## config.mk

```make
export PLATFORM = sky130hd
export DESIGN_NAME = maze_rat_solver
export DESIGN_NICKNAME = d
export VERILOG_FILES = /design/src/rtl/maze_pkg.sv /design/src/rtl/dir_stack.sv /design/src/rtl/maze_rat_solver.sv
export SDC_FILE = /design/constraint.sdc
export NUM_CORES = 1
export LEC_CHECK = 0
export ABC_AREA = 1
export BUFFER_PORTS_ARGS = -buffer_cell sky130_fd_sc_hd__buf_2
export CORE_MARGIN = 10
export CORE_UTILIZATION = 63
export CTS_BUF_LIST = sky130_fd_sc_hd__clkbuf_16
export CTS_CLUSTER_DIAMETER = 100
export CTS_CLUSTER_SIZE = 20
export DETAILED_ROUTE_END_ITERATION = 16
export HOLD_SLACK_MARGIN = 0.03
export PLACE_DENSITY = 0.81
export RECOVER_POWER = 100
export SYNTH_ARGS = -nofsm -noshare
export SYNTH_HDL_FRONTEND = slang
export SYNTH_HIERARCHICAL = 1
export SYNTH_SLANG_ARGS = --single-unit
export TNS_END_PERCENT = 1
```

## constraint.sdc

```tcl
create_clock -name CLK -period 4.6 [get_ports CLK]
set_clock_uncertainty 0.2 [all_clocks]
set_input_delay 0.92 -clock CLK [delete_from_list [all_inputs] [get_ports CLK]]
set_output_delay 0.92 -clock CLK [all_outputs]
set_load 0.1 [all_outputs]
```

## src/rtl/maze_pkg.sv

```systemverilog
// Shared types and helpers for the maze rat solver: direction/state encodings and
// neighbour arithmetic with off-grid detection.
package maze_pkg;

  localparam int MAX_CW = 16;
  typedef logic [MAX_CW-1:0] coord_t;

  typedef enum logic [1:0] {
    UP    = 2'd0,
    RIGHT = 2'd1,
    LEFT  = 2'd2,
    DOWN  = 2'd3
  } dir_t;

  typedef enum logic [3:0] {
    S_IDLE, S_INIT, S_PROBE, S_CHECK, S_ADVANCE, S_BACKTRACK, S_DONE, S_FAIL, S_REPLAY
  } state_t;

  typedef struct packed {
    coord_t x;
    coord_t y;
    logic   off;
  } nbr_t;

  // The encoding pairs opposite directions as bitwise complements (0<->3, 1<->2).
  function automatic dir_t opposite(input dir_t d);
    return dir_t'(~d);
  endfunction

  function automatic nbr_t step(input coord_t x, input coord_t y, input dir_t d,
                                input coord_t max_c);
    nbr_t n;
    n.x   = x;
    n.y   = y;
    n.off = 1'b0;
    case (d)
      UP:    begin n.off = (y == '0);    n.y = y - coord_t'(1); end
      RIGHT: begin n.off = (x == max_c); n.x = x + coord_t'(1); end
      LEFT:  begin n.off = (x == '0);    n.x = x - coord_t'(1); end
      DOWN:  begin n.off = (y == max_c); n.y = y + coord_t'(1); end
      default: n.off = 1'b1;
    endcase
    return n;
  endfunction

endpackage

```

## src/rtl/dir_stack.sv

```systemverilog
// LIFO of move directions with an indexed read port used to replay the path
// bottom-to-top.
module dir_stack #(
  parameter  int DEPTH = 64,
  parameter  int W     = 2,
  localparam int AW    = $clog2(DEPTH),
  localparam int SPW   = AW + 1
) (
  input  logic           clk_i,
  input  logic           rst_i,
  input  logic           clr_i,
  input  logic           push_i,
  input  logic           pop_i,
  input  logic [W-1:0]   data_i,
  input  logic [AW-1:0]  rd_idx_i,
  output logic [SPW-1:0] sp_o,
  output logic           full_o,
  output logic           empty_o,
  output logic [W-1:0]   top_o,
  output logic [W-1:0]   rd_data_o
);

  logic [W-1:0]   mem_q [DEPTH];
  logic [SPW-1:0] sp_q;

  // NOTE: storage is not reset; only entries below sp are ever read as valid data.
  always_ff @(posedge clk_i) begin
    if (push_i) mem_q[sp_q[AW-1:0]] <= data_i;
  end

  always_ff @(posedge clk_i) begin
    if (rst_i || clr_i) sp_q <= '0;
    else if (push_i)    sp_q <= sp_q + SPW'(1);
    else if (pop_i)     sp_q <= sp_q - SPW'(1);
  end

  assign sp_o      = sp_q;
  assign full_o    = (sp_q == SPW'(DEPTH));
  assign empty_o   = (sp_q == '0);
  assign top_o     = mem_q[sp_q[AW-1:0] - AW'(1)];
  assign rd_data_o = mem_q[rd_idx_i];

endmodule

```

## src/rtl/maze_rat_solver.sv

```systemverilog
// Depth-first maze search over external 1-bit cell memory, with path replay from
// an internal direction stack.
module maze_rat_solver
  import maze_pkg::*;
#(
  parameter int COORD_W     = 4,
  parameter int STACK_DEPTH = 64
) (
  input  logic               CLK,
  input  logic               RST,
  input  logic               Start,
  input  logic               Run,
  input  logic [COORD_W-1:0] StartX,
  input  logic [COORD_W-1:0] StartY,
  input  logic [COORD_W-1:0] GoalX,
  input  logic [COORD_W-1:0] GoalY,
  input  logic               Dout,
  output logic               RD,
  output logic               WR,
  output logic               Din,
  output logic [COORD_W-1:0] MemX,
  output logic [COORD_W-1:0] MemY,
  output logic [COORD_W-1:0] PosX,
  output logic [COORD_W-1:0] PosY,
  output logic [1:0]         Move,
  output logic               MoveValid,
  output logic               Done,
  output logic               Fail,
  output logic               Overflow
);

  localparam int     AW    = $clog2(STACK_DEPTH);
  localparam int     SPW   = AW + 1;
  localparam coord_t MAX_C = coord_t'((1 << COORD_W) - 1);

  state_t             state_q, state_d;
  logic [COORD_W-1:0] pos_x_q, pos_x_d, pos_y_q, pos_y_d;
  logic [COORD_W-1:0] start_x_q, start_x_d, start_y_q, start_y_d;
  logic [COORD_W-1:0] goal_x_q, goal_x_d, goal_y_q, goal_y_d;
  dir_t               dir_q, dir_d;
  logic [SPW-1:0]     idx_q, idx_d;
  logic               done_q, done_d, fail_q, fail_d, ovf_q, ovf_d;

  logic               stk_clr, stk_push, stk_pop, stk_full, stk_empty;
  logic [SPW-1:0]     stk_sp;
  logic [1:0]         stk_top, stk_rd;

  logic               rd, wr, move_valid;
  logic [COORD_W-1:0] mem_x, mem_y;
  dir_t               move, back_dir;

  nbr_t               nbr, back, rep;
  logic [COORD_W-1:0] nbr_x, nbr_y, back_x, back_y, rep_x, rep_y;
  logic               unused_hi;

  dir_stack #(.DEPTH(STACK_DEPTH), .W(2)) u_stack (
    .clk_i     (CLK),
    .rst_i     (RST),
    .clr_i     (stk_clr),
    .push_i    (stk_push),
    .pop_i     (stk_pop),
    .data_i    (dir_q),
    .rd_idx_i  (idx_q[AW-1:0]),
    .sp_o      (stk_sp),
    .full_o    (stk_full),
    .empty_o   (stk_empty),
    .top_o     (stk_top),
    .rd_data_o (stk_rd)
  );

  // Three neighbour views: forward probe, backtrack step, replay step.
  assign back_dir = opposite(dir_t'(stk_top));
  assign nbr  = step(coord_t'(pos_x_q), coord_t'(pos_y_q), dir_q, MAX_C);
  assign back = step(coord_t'(pos_x_q), coord_t'(pos_y_q), back_dir, MAX_C);
  assign rep  = step(coord_t'(pos_x_q), coord_t'(pos_y_q), dir_t'(stk_rd), MAX_C);
  assign nbr_x  = nbr.x[COORD_W-1:0];
  assign nbr_y  = nbr.y[COORD_W-1:0];
  assign back_x = back.x[COORD_W-1:0];
  assign back_y = back.y[COORD_W-1:0];
  assign rep_x  = rep.x[COORD_W-1:0];
  assign rep_y  = rep.y[COORD_W-1:0];
  assign unused_hi = ^{nbr, back, rep};

  // NOTE: every signal driven here gets a default first, so no path can infer a latch.
  always_comb begin
    state_d   = state_q;
    pos_x_d   = pos_x_q;
    pos_y_d   = pos_y_q;
    start_x_d = start_x_q;
    start_y_d = start_y_q;
    goal_x_d  = goal_x_q;
    goal_y_d  = goal_y_q;
    dir_d     = dir_q;
    idx_d     = idx_q;
    done_d    = done_q;
    fail_d    = fail_q;
    ovf_d     = ovf_q;
    stk_clr   = 1'b0;
    stk_push  = 1'b0;
    stk_pop   = 1'b0;
    rd        = 1'b0;
    wr        = 1'b0;
    mem_x     = '0;
    mem_y     = '0;
    move      = UP;
    move_valid = 1'b0;

    case (state_q)
      S_IDLE, S_DONE, S_FAIL: begin
        if (Start) begin
          start_x_d = StartX;
          start_y_d = StartY;
          goal_x_d  = GoalX;
          goal_y_d  = GoalY;
          pos_x_d   = StartX;
          pos_y_d   = StartY;
          dir_d     = UP;
          stk_clr   = 1'b1;
          done_d    = 1'b0;
          fail_d    = 1'b0;
          ovf_d     = 1'b0;
          state_d   = S_INIT;
        end else if (state_q == S_DONE && Run) begin
          pos_x_d = start_x_q;
          pos_y_d = start_y_q;
          idx_d   = '0;
          state_d = S_REPLAY;
        end
      end
      S_INIT: begin
        wr    = 1'b1;
        mem_x = start_x_q;
        mem_y = start_y_q;
        if (start_x_q == goal_x_q && start_y_q == goal_y_q) begin
          done_d  = 1'b1;
          state_d = S_DONE;
        end else begin
          state_d = S_PROBE;
        end
      end
      S_PROBE: begin
        rd      = !nbr.off;
        mem_x   = nbr_x;
        mem_y   = nbr_y;
        state_d = S_CHECK;
      end
      S_CHECK: begin
        if (nbr.off || Dout) begin
          if (dir_q != DOWN) begin
            dir_d   = dir_t'(dir_q + 2'd1);
            state_d = S_PROBE;
          end else begin
            state_d = S_BACKTRACK;
          end
        end else if (stk_full) begin
          fail_d  = 1'b1;
          ovf_d   = 1'b1;
          state_d = S_FAIL;
        end else begin
          state_d = S_ADVANCE;
        end
      end
      S_ADVANCE: begin
        stk_push = 1'b1;
        pos_x_d  = nbr_x;
        pos_y_d  = nbr_y;
        wr       = 1'b1;
        mem_x    = nbr_x;
        mem_y    = nbr_y;
        move     = dir_q;
        if (nbr_x == goal_x_q && nbr_y == goal_y_q) begin
          done_d  = 1'b1;
          state_d = S_DONE;
        end else begin
          dir_d   = UP;
          state_d = S_PROBE;
        end
      end
      S_BACKTRACK: begin
        if (stk_empty) begin
          fail_d  = 1'b1;
          state_d = S_FAIL;
        end else begin
          stk_pop = 1'b1;
          pos_x_d = back_x;
          pos_y_d = back_y;
          move    = back_dir;
          if (dir_t'(stk_top) != DOWN) begin
            dir_d   = dir_t'(stk_top + 2'd1);
            state_d = S_PROBE;
          end
        end
      end
      S_REPLAY: begin
        if (idx_q == stk_sp) begin
          state_d = S_DONE;
        end else begin
          move_valid = 1'b1;
          move       = dir_t'(stk_rd);
          pos_x_d    = rep_x;
          pos_y_d    = rep_y;
          idx_d      = idx_q + SPW'(1);
          if (idx_d == stk_sp) state_d = S_DONE;
        end
      end
      default: state_d = S_IDLE;
    endcase
  end

  // NOTE: sequential state uses non-blocking assignments so all registers update together.
  always_ff @(posedge CLK) begin
    if (RST) begin
      state_q   <= S_IDLE;
      pos_x_q   <= '0;
      pos_y_q   <= '0;
      start_x_q <= '0;
      start_y_q <= '0;
      goal_x_q  <= '0;
      goal_y_q  <= '0;
      dir_q     <= UP;
      idx_q     <= '0;
      done_q    <= 1'b0;
      fail_q    <= 1'b0;
      ovf_q     <= 1'b0;
    end else begin
      state_q   <= state_d;
      pos_x_q   <= pos_x_d;
      pos_y_q   <= pos_y_d;
      start_x_q <= start_x_d;
      start_y_q <= start_y_d;
      goal_x_q  <= goal_x_d;
      goal_y_q  <= goal_y_d;
      dir_q     <= dir_d;
      idx_q     <= idx_d;
      done_q    <= done_d;
      fail_q    <= fail_d;
      ovf_q     <= ovf_d;
    end
  end

  assign RD        = rd;
  assign WR        = wr;
  assign Din       = wr;
  assign MemX      = mem_x;
  assign MemY      = mem_y;
  assign PosX      = pos_x_q;
  assign PosY      = pos_y_q;
  assign Move      = move;
  assign MoveValid = move_valid;
  assign Done      = done_q;
  assign Fail      = fail_q;
  assign Overflow  = ovf_q;

endmodule

```

==> impl_metrics.py, run 1 <==
metrics = {
    "run_status": {
        "outcome": "finished clean",
    },
    "layout": {
        "area.sequential_um2": 4790,
        "multi_input_area_um2": 5360,
        "final_nets": 1557,
        "fillCellCount": 1515,
        "utilization_pct": 68.7,
        "antennaDiodeCount": 0,
        "fin_cells": 1751,
        "drive_gt1_share_pct": 8.32,
        "area_growth_syn_to_layout_pct": 7.26,
    },
    "synth": {
        "ys_seq_elements": 175,
        "postSynthCellCount": 1500,
        "avgSynthCellArea_um2": 7.39,
        "synth_cell_types": 57,
        "synth_ff_type": "edfxtp_1",
        "synthTopCellsByCount": "nand2_1, nand3_1, nor2_1",
        "synth_top_area_cell": "edfxtp_1",
        "syn-cell-area_um2": 11100,
        "synthTopCellsByArea": "edfxtp_1, nand2_1, nand3_1, dfxtp_1, nor2_1",
        "synth_nets": 1544,
        "yosysTopAreaCellShare_pct": 34.7,
        "synth_edf_count": 128,
        "async_flop_share_pct": 0,
        "ys_warn_count": 6,
        "synth_most_common_cell": "nand2_1",
        "yosysSeqAreaShare_pct": 43.2,
    },
    "setup_path": {
        "reg2reg_depth": 16,
        "worstSetupStartpointType": "flip-flop",
        "path_depth": 11,
        "crit_top_cell": "nand3_1",
        "crit_path_cell_trace": "inv_2 -> ha_1 -> xnor2_4 -> buf_4 -> nand3_1 -> nand3_1 -> nand3_1 -> nand3_1 -> nand2_1 -> o221ai_1 -> clkbuf_4",
        "criticalPathCategory": "reg2out",
        "rrSetupSlack_ps": 750,
        "critPathTopFamily": "buffers and inverters",
        "r2r_start": "u_stack/sp_o[1]",
        "worst-path-buf-inv": 3,
        "timing.rr.end": "PosX[3]",
        "crit_path_end_kind": "output port",
        "startpoint": "u_stack/sp_o[1]",
        "cpPeakStageDelay_ps": 550,
        "crit_end": "Move[1]",
        "required_ps": 3480,
        "cp_max_fo": 9,
        "cp.arrival_ps": 3330,
        "cp_slowest_cell": "dfxtp_1",
    },
    "sta": {
        "slew_violations": 0,
        "fin_crit_sh_pct": 96.7,
        "setup_tns_ps": 0,
        "fin_ws_ps": 152,
        "clock.fmax_mhz": 225,
        "finalCriticalPeriod_ps": 4450,
        "worst_slew_pin_slew_ps": 1190,
        "rsz0062_at_grt": "false",
        "max-slew-margin-rel_pct": 21.1,
        "hold_viol": 0,
        "setup_viol": 0,
    },
    "global_routing": {
        "grt_pass1_vias": 10000,
        "grt_max_degree": 75,
        "grt_pass1_wl_mm": 51.0,
        "antenna_found_initial": 0,
        "grt_use_total_pct": 26.6,
        "grt_overflow": 0,
    },
    "clock_network": {
        "tritoncts": "yes",
        "cts.path.max_buffers": 2,
        "cts_root_buffer": "clkbuf_16",
        "cts.sinks": 175,
        "numCtsBuffers": 17,
        "insertion_delay_ps": 440,
        "htreeDepth": 4,
        "clk_pin_slew_ps": 70,
        "postCtsSetupBuffers": 0,
    },
    "drt": {
        "drtIter0Drc": 1566,
        "drcViolationCount": 0,
        "vias_per_cell": 6.15,
        "final_antenna_net_count": 0,
        "drt_pass1_iterations": 6,
        "drt_wl_total_mm": 32.1,
        "post_drt_wl_per_cell_um": 18.3,
        "num_vias": 10800,
    },
    "power_and_ir_drop": {
        "leakage_nw": 5.08,
        "ir_drop_mv": 0.534,
        "p_per_area_nw_per_um2": 446,
        "finalPower_mw": 5.31,
    },
    "run": {
        "cap_viol_max_count": 0,
    },
    "placement": {
        "gp_congestion": 0.930,
        "io_buffers": 45,
        "dpl.hpwl_mm": 21.5,
        "dp_cells": 1719,
        "place_ws_ps": 563,
    },
    "floorplan": {
        "pin_count": 46,
        "initial_utilization_pct": 64.1,
        "die_y_um": 153,
        "coreArea_um2": 17300,
        "num_rows": 48,
        "dieArea_um2": 23300,
        "dieWidth_um": 153,
    },
    "hold_path": {
        "hold_class": "reg2reg",
    },
}
-- report_power, final --
group          total [mW]  switching, mW  internal, mW  leakage [nW]
sequential           1.98         0.0911          1.89          1.56
combinational        1.92           1.47         0.446          3.25
clock                1.41          0.618         0.794         0.274
total                5.31           2.18          3.13          5.08
-- cell families after synthesis --
kind of cell / Yosys count / share of synthesized area (%)
adders and majority gates: 23 / 2.66
muxes: 1 / 0.0903
buffers and inverters: 214 / 8.15
xor gates and xnor gates: 28 / 2.35
AOI/OAI and AO/OA: 146 / 7.64
and+or+nand+nor: 913 / 35.9
DFF: 175 / 43.2
-- registers in the layout (all words and copies together) (netlist names), 2 cells and up --
name           count
start_x_q          4
goal_y_q           4
PosY               4
dir_q              2
u_stack/sp_o       7
idx_q              7
state_q            4
PosX               4
start_y_q          4
goal_x_q           4
u_stack/mem_q    128
-- layout by cell type, fill, tap and decap left out, drive strengths merged, types with 4 or more instances in the layout --
cell and instances:
o211ai 8, xnor2 13, edfxtp 128, nand4 16
o22ai 8, o21ai 59, dfxtp 47, nand3b 4
inv 152, xor2 15, a211oi 5, a21oi 49
o221ai 4, clkinv 9, nand2 479, ha 22
clkbuf 42, nor3 20, nand3 232, nor2 148
buf 33
-- per-stage QoR --
stage	instance area, µm²	hold slack (ps)
after floorplan	11100	255
after global placement	11400	235
after detailed placement	11400	247
after CTS	12000	257
after global routing	11900	277
final	11900	260
-- worst min-delay path, delay by kind of cell (launching register included) --
kind                   cells  cell delay (ps)
buffers and inverters      1               50
AOI/OAI and AO/OA          1               60
DFF                        1              310
-- area by class of cell --
type                    count  share of cell area, %
clock buffers              17                   3.58
clock inverters            15                   1.21
inverters                 150                   4.80
multi-input cells        1111                   45.1
flip-flops and latches    175                   40.3
well taps                 225                   2.37
repair buffers             58                   2.71
-- per-layer routing --
layer  global-route usage [%]  up-vias  part of all wire, %
li1                         -     4993                    -
met1                     32.5     5024                   38
met2                     44.2      645                   48
met3                     5.87      112                   10
met4                     11.4        0                  3.5
met5                        0        -                    0
-- what timing repair did --
action | 4_1_cts | 5_1_grt
hold buffers | 0 | 0
resized for setup | 0 | 3
setup endpoints to repair | 0 | 2
-- how the worst min path moves through the flow --
stage / depth (start not counted) / start / slack, ps / end
6_report: 2 / Done / 260 / Done
5_1_grt: 2 / Done / 280 / Done
4_1_cts: 2 / Done / 260 / Done
3_5_place_dp: 2 / Done / 250 / Done
3_3_place_gp: 2 / Fail / 230 / Fail
2_1_floorplan: 2 / idx_q[6] / 260 / idx_q[6]
(Power assumes the default switching activity.)
==> run 2, diff against run 1 <==
--- a/config.mk
+++ b/config.mk
@@ -5,16 +5,16 @@
 export SDC_FILE = /design/constraint.sdc
 export NUM_CORES = 1
 export LEC_CHECK = 0
-export ABC_AREA = 1
+export ABC_AREA = 0
 export BUFFER_PORTS_ARGS = -buffer_cell sky130_fd_sc_hd__buf_2
 export CORE_MARGIN = 10
-export CORE_UTILIZATION = 63
+export CORE_UTILIZATION = 62
 export CTS_BUF_LIST = sky130_fd_sc_hd__clkbuf_16
 export CTS_CLUSTER_DIAMETER = 100
 export CTS_CLUSTER_SIZE = 20
 export DETAILED_ROUTE_END_ITERATION = 16
 export HOLD_SLACK_MARGIN = 0.03
-export PLACE_DENSITY = 0.81
+export PLACE_DENSITY = 0.8
 export RECOVER_POWER = 100
 export SYNTH_ARGS = -nofsm -noshare
 export SYNTH_HDL_FRONTEND = slang
==> run 2 against run 1 <==
  * The flow now finishes with violations (capacitance limit, slew limit)
  * Wire length fell by 8.8%
  * Clock power barely moved
  * Maximum frequency fell by 1.6%
  * Count of clock-buffer cells in the layout did not move
  * Utilization rose by 0.80 points
  * Worst setup slack got worse by 71 ps
  * Critical path depth fell by 4
  * Global-route usage fell by 0.61 points
  * Register-to-register slack got worse by 320 ps
  * Total power rose by 30%
  * Sequential share of layout area rose by 1.2 points
  * Flip-flop and latch count did not move
  * Critical path type unchanged
  * Largest cell class unchanged
==> impl_metrics.py, run 2 <==
metrics = {
    "layout": {
        "final_nets": 1020,
        "fillCellCount": 1174,
        "area_growth_syn_to_layout_pct": 9.78,
        "layout_commonest_cell": "nor2_1",
        "final_cell_mix": "nor2_1, edfxtp_1, nand2_1",
        "antennaDiodeCount": 0,
        "largest_reg_flops": 128,
        "utilization_pct": 69.5,
        "drive_gt1_share_pct": 18.2,
        "fin_area_um2": 11600,
        "fin_cells": 1209,
    },
    "setup_path": {
        "required_ps": 3480,
        "worstSetupStartpointType": "flip-flop",
        "cp_max_fo": 26,
        "crit_path_end_kind": "output port",
        "criticalPathCategory": "reg2out",
        "cp.arrival_ps": 3400,
    },
    "sta": {
        "slew_violations": 40,
        "max-slew-margin-rel_pct": -9.53,
        "setup_viol": 0,
        "hold_viol": 0,
        "clock.fmax_mhz": 221,
        "worst_slew_pin_slew_ps": 1640,
        "fin_crit_sh_pct": 98.2,
        "fin_ws_ps": 80.6,
        "finalCriticalPeriod_ps": 4520,
    },
    "placement": {
        "gp_congestion": 0.923,
        "place_ws_ps": 352,
        "dpl.hpwl_mm": 19.9,
        "placed_cell_area_um2": 11000,
        "dp_cells": 1177,
        "io_buffers": 45,
    },
    "drt": {
        "num_vias": 8378,
        "vias_per_cell": 6.93,
        "drt_pass1_iterations": 6,
        "drt_wl_total_mm": 29.2,
        "post_drt_wl_per_cell_um": 24.2,
        "final_antenna_net_count": 0,
        "drtIter0Drc": 981,
        "drcViolationCount": 0,
    },
    "global_routing": {
        "antenna_found_initial": 0,
        "grt_overflow": 0,
        "grt_use_total_pct": 26.0,
        "grt_max_degree": 68,
        "grt_pass1_wl_mm": 45.7,
        "grt_pass1_vias": 8117,
    },
    "power_and_ir_drop": {
        "p_per_area_nw_per_um2": 598,
        "leakage_nw": 3.84,
        "ir_drop_mv": 0.488,
    },
    "floorplan": {
        "pin_count": 46,
        "dieWidth_um": 150,
        "die_y_um": 150,
        "initial_utilization_pct": 63.3,
        "dieArea_um2": 22600,
        "num_rows": 47,
        "coreArea_um2": 16600,
    },
    "run_status": {
        "violations": "capacitance limit, slew limit",
        "outcome": "complete, but fails checks",
    },
    "clock_network": {
        "numCtsBuffers": 17,
        "holdBufCountCts": 0,
        "cts.sinks": 175,
        "clk_pin_slew_ps": 70,
        "insertion_delay_ps": 430,
        "cts.path.max_buffers": 2,
        "tritoncts": "yes",
        "htreeDepth": 4,
        "cts_root_buffer": "clkbuf_16",
    },
    "synth": {
        "synth_ff_type": "edfxtp_1",
        "synth_nets": 995,
        "async_flop_share_pct": 0,
        "yosysSeqAreaShare_pct": 45.4,
        "avgSynthCellArea_um2": 11.1,
        "synthTopCellsByArea": "edfxtp_1, mux4_2, dfxtp_1, nor2_1, nand2_1",
        "synth_top_area_cell": "edfxtp_1",
        "synth_edf_count": 128,
        "ys_seq_elements": 175,
        "synth_cell_types": 74,
        "yosysTopAreaCellShare_pct": 36.5,
        "ys_warn_count": 6,
        "synthTopCellsByCount": "nor2_1, edfxtp_1, nand2_1",
        "syn-cell-area_um2": 10500,
        "synth_most_common_cell": "nor2_1",
        "postSynthCellCount": 951,
    },
    "hold_path": {
        "hold_class": "reg2reg",
    },
    "run": {
        "cap_viol_max_count": 1,
    },
}
## run 2: cell count changes after synthesis, moves of 10 or more
cell / change
nand2_1: -363
nand3_1: -208
inv_1: -101
mux4_2: +70
o21ai_0: -34
mux2i_1: +27
inv_2: -24
xnor2_1: +20
nor3_1: +15
nand2_2: -14
nand2b_1: +14
o21ai_1: -11
nor2_1: -10
## run 2: metal layers
layer  routed length (µm)  GRT usage, %
met5                    0             0
met4                  833          8.89
met3                 3180          6.63
met2                14100          41.4
met1                11100          33.9
## run 2: kinds of logic (layout without fill, tap and decap cells)
group	Yosys count	count (layout)	share of synthesized area, %
AOI/OAI and AO/OA	155	155	10.2
xor gates and xnor gates	50	50	4.15
adders and majority gates	23	23	2.80
buffers and inverters	90	128	3.62
DFF	175	175	45.4
muxes	102	102	18.0
and+or+nand+nor	356	356	15.8
## run 2: power by group
| part | leakage [nW] | internal, mW | total [mW] | switching [mW] |
|---|---|---|---|---|
| registers | 1.50 | 1.87 | 2.03 | 0.161 |
| clock network | 0.274 | 0.720 | 1.41 | 0.686 |
| logic | 2.06 | 1.15 | 3.48 | 2.33 |
| total | 3.84 | 3.74 | 6.92 | 3.18 |
## run 2: through the flow
stage	power, mW	TNS [ps]	hold slack (ps)
floorplan	4.71	-2290	262
global placement	5.45	0	278
detailed placement	5.49	0	289
CTS	6.91	0	300
global route	7.27	-58.1	327
finish	6.92	0	302
## run 2: what timing repair did
action | in CTS | in global routing
setup endpoints to repair | 2 | 2
gates resized for setup | 4 | 10
setup buffers | 0 | 0
## run 2: path summary, 6_finish.rpt
check	startpoint	endpoint	slack, ps	cells after the start
worst max-delay path	idx_q[0]	Move[1]	80	7
worst min-delay path	goal_y_q[0]	goal_y_q[0]	300	2
worst max register to register	dir_q[1]	dir_q[0]	430	9
worst min register to register	goal_y_q[0]	goal_y_q[0]	300	2
## run 2: layout make-up
class,instances,area (µm²),area share [%]
Inverter,24,90.1,0.778
Multi-Input combinational cell,686,5400,46.7
Sequential cell,175,4790,41.4
Clock inverter,15,146,1.26
Timing Repair Buffer,72,439,3.79
Tap cell,220,275,2.38
Clock buffer,17,425,3.68
## run 2: worst max-delay path: stages, from the launching register on
cell and delay (ps):
dfxtp_4 500, buf_12 250, mux4_2 530, mux4_2 500, mux2i_2 290, o32ai_2 240, a221o_1 400, buf_4 240
==> run 3, diff against run 2 <==
--- a/config.mk
+++ b/config.mk
@@ -7,14 +7,15 @@
 export LEC_CHECK = 0
 export ABC_AREA = 0
 export BUFFER_PORTS_ARGS = -buffer_cell sky130_fd_sc_hd__buf_2
+export CORE_ASPECT_RATIO = 1.25
 export CORE_MARGIN = 10
-export CORE_UTILIZATION = 62
+export CORE_UTILIZATION = 67
 export CTS_BUF_LIST = sky130_fd_sc_hd__clkbuf_16
 export CTS_CLUSTER_DIAMETER = 100
 export CTS_CLUSTER_SIZE = 20
 export DETAILED_ROUTE_END_ITERATION = 16
 export HOLD_SLACK_MARGIN = 0.03
-export PLACE_DENSITY = 0.8
+export PLACE_DENSITY = 0.86
 export RECOVER_POWER = 100
 export SYNTH_ARGS = -nofsm -noshare
 export SYNTH_HDL_FRONTEND = slang
==> constraint.sdc (replaced) <==
create_clock -name CLK -period 5.6 [get_ports CLK]
set_clock_uncertainty 0.2 [all_clocks]
set_input_delay 1.12 -clock CLK [delete_from_list [all_inputs] [get_ports CLK]]
set_output_delay 1.12 -clock CLK [all_outputs]
set_load 0.1 [all_outputs]
==> run 3 against run 2 <==
  * Count of clock-buffer cells in the layout unchanged
  * Largest power group unchanged
  * Worst hold slack got worse by 11 ps
  * Critical path depth increased by 3
  * Critical path type unchanged
  * Critical endpoint is now Move[0]
  * The run still ends with capacitance limit, slew limit left
  * Clock power is 15% lower
  * Register-to-register slack improved by 660 ps
  * Die area down 6.4%
  * Utilization increased by 4.3 points
==> impl_metrics.py, run 3 (same netlist as run 2, synthesis figures left out) <==
metrics = {
    "sta": {
        "setup_tns_ps": 0,
        "slew_violations": 57,
        "rsz0062_at_grt": "false",
        "hold_viol": 0,
        "clock.fmax_mhz": 189,
        "fin_crit_sh_pct": 94.6,
        "fin_ws_ps": 301,
        "finalCriticalPeriod_ps": 5300,
        "worst_slew_pin_slew_ps": 2360,
        "max-slew-margin-rel_pct": -57.4,
        "setup_viol": 0,
    },
    "floorplan": {
        "pin_count": 46,
        "dieArea_um2": 21200,
        "die_y_um": 160,
        "initial_utilization_pct": 68.0,
        "coreArea_um2": 15500,
        "num_rows": 51,
        "dieWidth_um": 132,
    },
    "drt": {
        "drt_wl_total_mm": 29.7,
        "final_antenna_net_count": 0,
        "drtIter0Drc": 1162,
        "vias_per_cell": 7.21,
        "post_drt_wl_per_cell_um": 24.9,
        "drcViolationCount": 0,
        "num_vias": 8580,
        "drt_pass1_iterations": 6,
    },
    "layout": {
        "area_growth_syn_to_layout_pct": 8.55,
        "utilization_pct": 73.8,
        "fillCellCount": 1063,
        "largest_reg_flops": 128,
        "fin_area_um2": 11400,
        "final_cell_mix": "nor2_1, edfxtp_1, nand2_1",
        "final_nets": 1009,
        "drive_gt1_share_pct": 16.0,
        "antennaDiodeCount": 0,
        "layout_commonest_cell": "nor2_1",
    },
    "setup_path": {
        "crit_path_end_kind": "output port",
        "required_ps": 4280,
        "crit_path_cell_trace": "inv_1 -> ha_1 -> or3b_1 -> a211oi_1 -> o311ai_0 -> o2111ai_1 -> mux2i_1 -> nor3_1 -> a221o_1 -> clkbuf_2",
        "criticalPathCategory": "reg2out",
        "worstSetupStartpointType": "flip-flop",
        "cp_slowest_cell": "a211oi_1",
        "cp_max_fo": 11,
        "cpPeakStageDelay_ps": 550,
        "cp.arrival_ps": 3980,
        "startpoint": "u_stack/sp_o[0]",
        "critPathTopFamily": "compound AO/OA/AOI/OAI gates",
        "worst-path-buf-inv": 2,
        "r2r_start": "u_stack/sp_o[0]",
    },
    "clock_network": {
        "holdBufCountCts": 0,
        "postCtsSetupBuffers": 0,
        "cts_root_buffer": "clkbuf_16",
        "cts.path.max_buffers": 2,
        "numCtsBuffers": 17,
        "clk_pin_slew_ps": 80,
        "ctsResizeCount": 0,
        "cts.sinks": 175,
        "insertion_delay_ps": 450,
        "tritoncts": "yes",
        "htreeDepth": 4,
    },
    "power_and_ir_drop": {
        "p_per_area_nw_per_um2": 495,
        "finalPower_mw": 5.66,
        "leakage_nw": 3.75,
        "ir_drop_mv": 0.256,
    },
    "global_routing": {
        "grt_pass1_wl_mm": 46.4,
        "antenna_found_initial": 0,
        "grt_overflow": 0,
        "grt_pass1_vias": 8385,
        "grt_use_total_pct": 27.7,
        "grt_max_degree": 68,
    },
    "placement": {
        "dpl.hpwl_mm": 20.6,
        "io_buffers": 45,
        "placed_cell_area_um2": 10900,
        "place_ws_ps": 919,
        "gp_congestion": 0.965,
    },
    "run_status": {
        "outcome": "complete, but fails checks",
        "violations": "capacitance limit, slew limit",
    },
    "hold_path": {
        "hp-start": "Overflow",
        "hold_class": "reg2reg",
    },
    "run": {
        "cap_viol_max_count": 1,
    },
}
run 3: changes by cell type in the layout (fill, tap and decap cells not counted), sizes merged:
cell and change:
buf -15, clkbuf +4
run 3: stage by stage:
stage | cells | hold WS [ps]
6_report | 1190 | 291
5_1_grt | 1190 | 324
4_1_cts | 1190 | 292
3_5_place_dp | 1158 | 281
3_3_place_gp | 1158 | 273
2_1_floorplan | 951 | 262
run 3: final timing paths:
kind | to | slack (ps) | cells after the start
setup reg to reg | PosX[0] | 1090 | 13
hold / removal | Overflow | 290 | 2
setup / recovery | Move[0] | 300 | 10
hold reg to reg | Overflow | 290 | 2
run 3: worst min-delay path, delay by kind of cell, from the launching register on:
| kind | cells | cell delay (ps) |
|---|---|---|
| simple gates | 2 | 130 |
| flops | 1 | 320 |
run 3: layout make-up:
class	instances	area, µm²	area share (%)
multi-input cells	686	5360	46.8
flip-flops and latches	175	4790	41.8
clock buffers	17	425	3.72
repair buffers	61	330	2.89
well taps	212	265	2.32
clock inverters	15	184	1.61
inverters	24	90.1	0.787
run 3: where the power goes:
part	internal (mW)	switching, mW	total [mW]	leakage (nW)
registers	1.54	0.198	1.74	1.50
clock network	0.607	0.597	1.20	0.291
logic	0.901	1.82	2.72	1.96
run 3: routing by layer:
metal  routed length [µm]  up-vias  global-route usage, %
met5                    0        -                      0
met3                 3030      200                   6.87
li1                     -     3623                      -
met4                 2230        0                   17.6
met2                14400      703                   47.0
met1                 9960     4054                   30.6
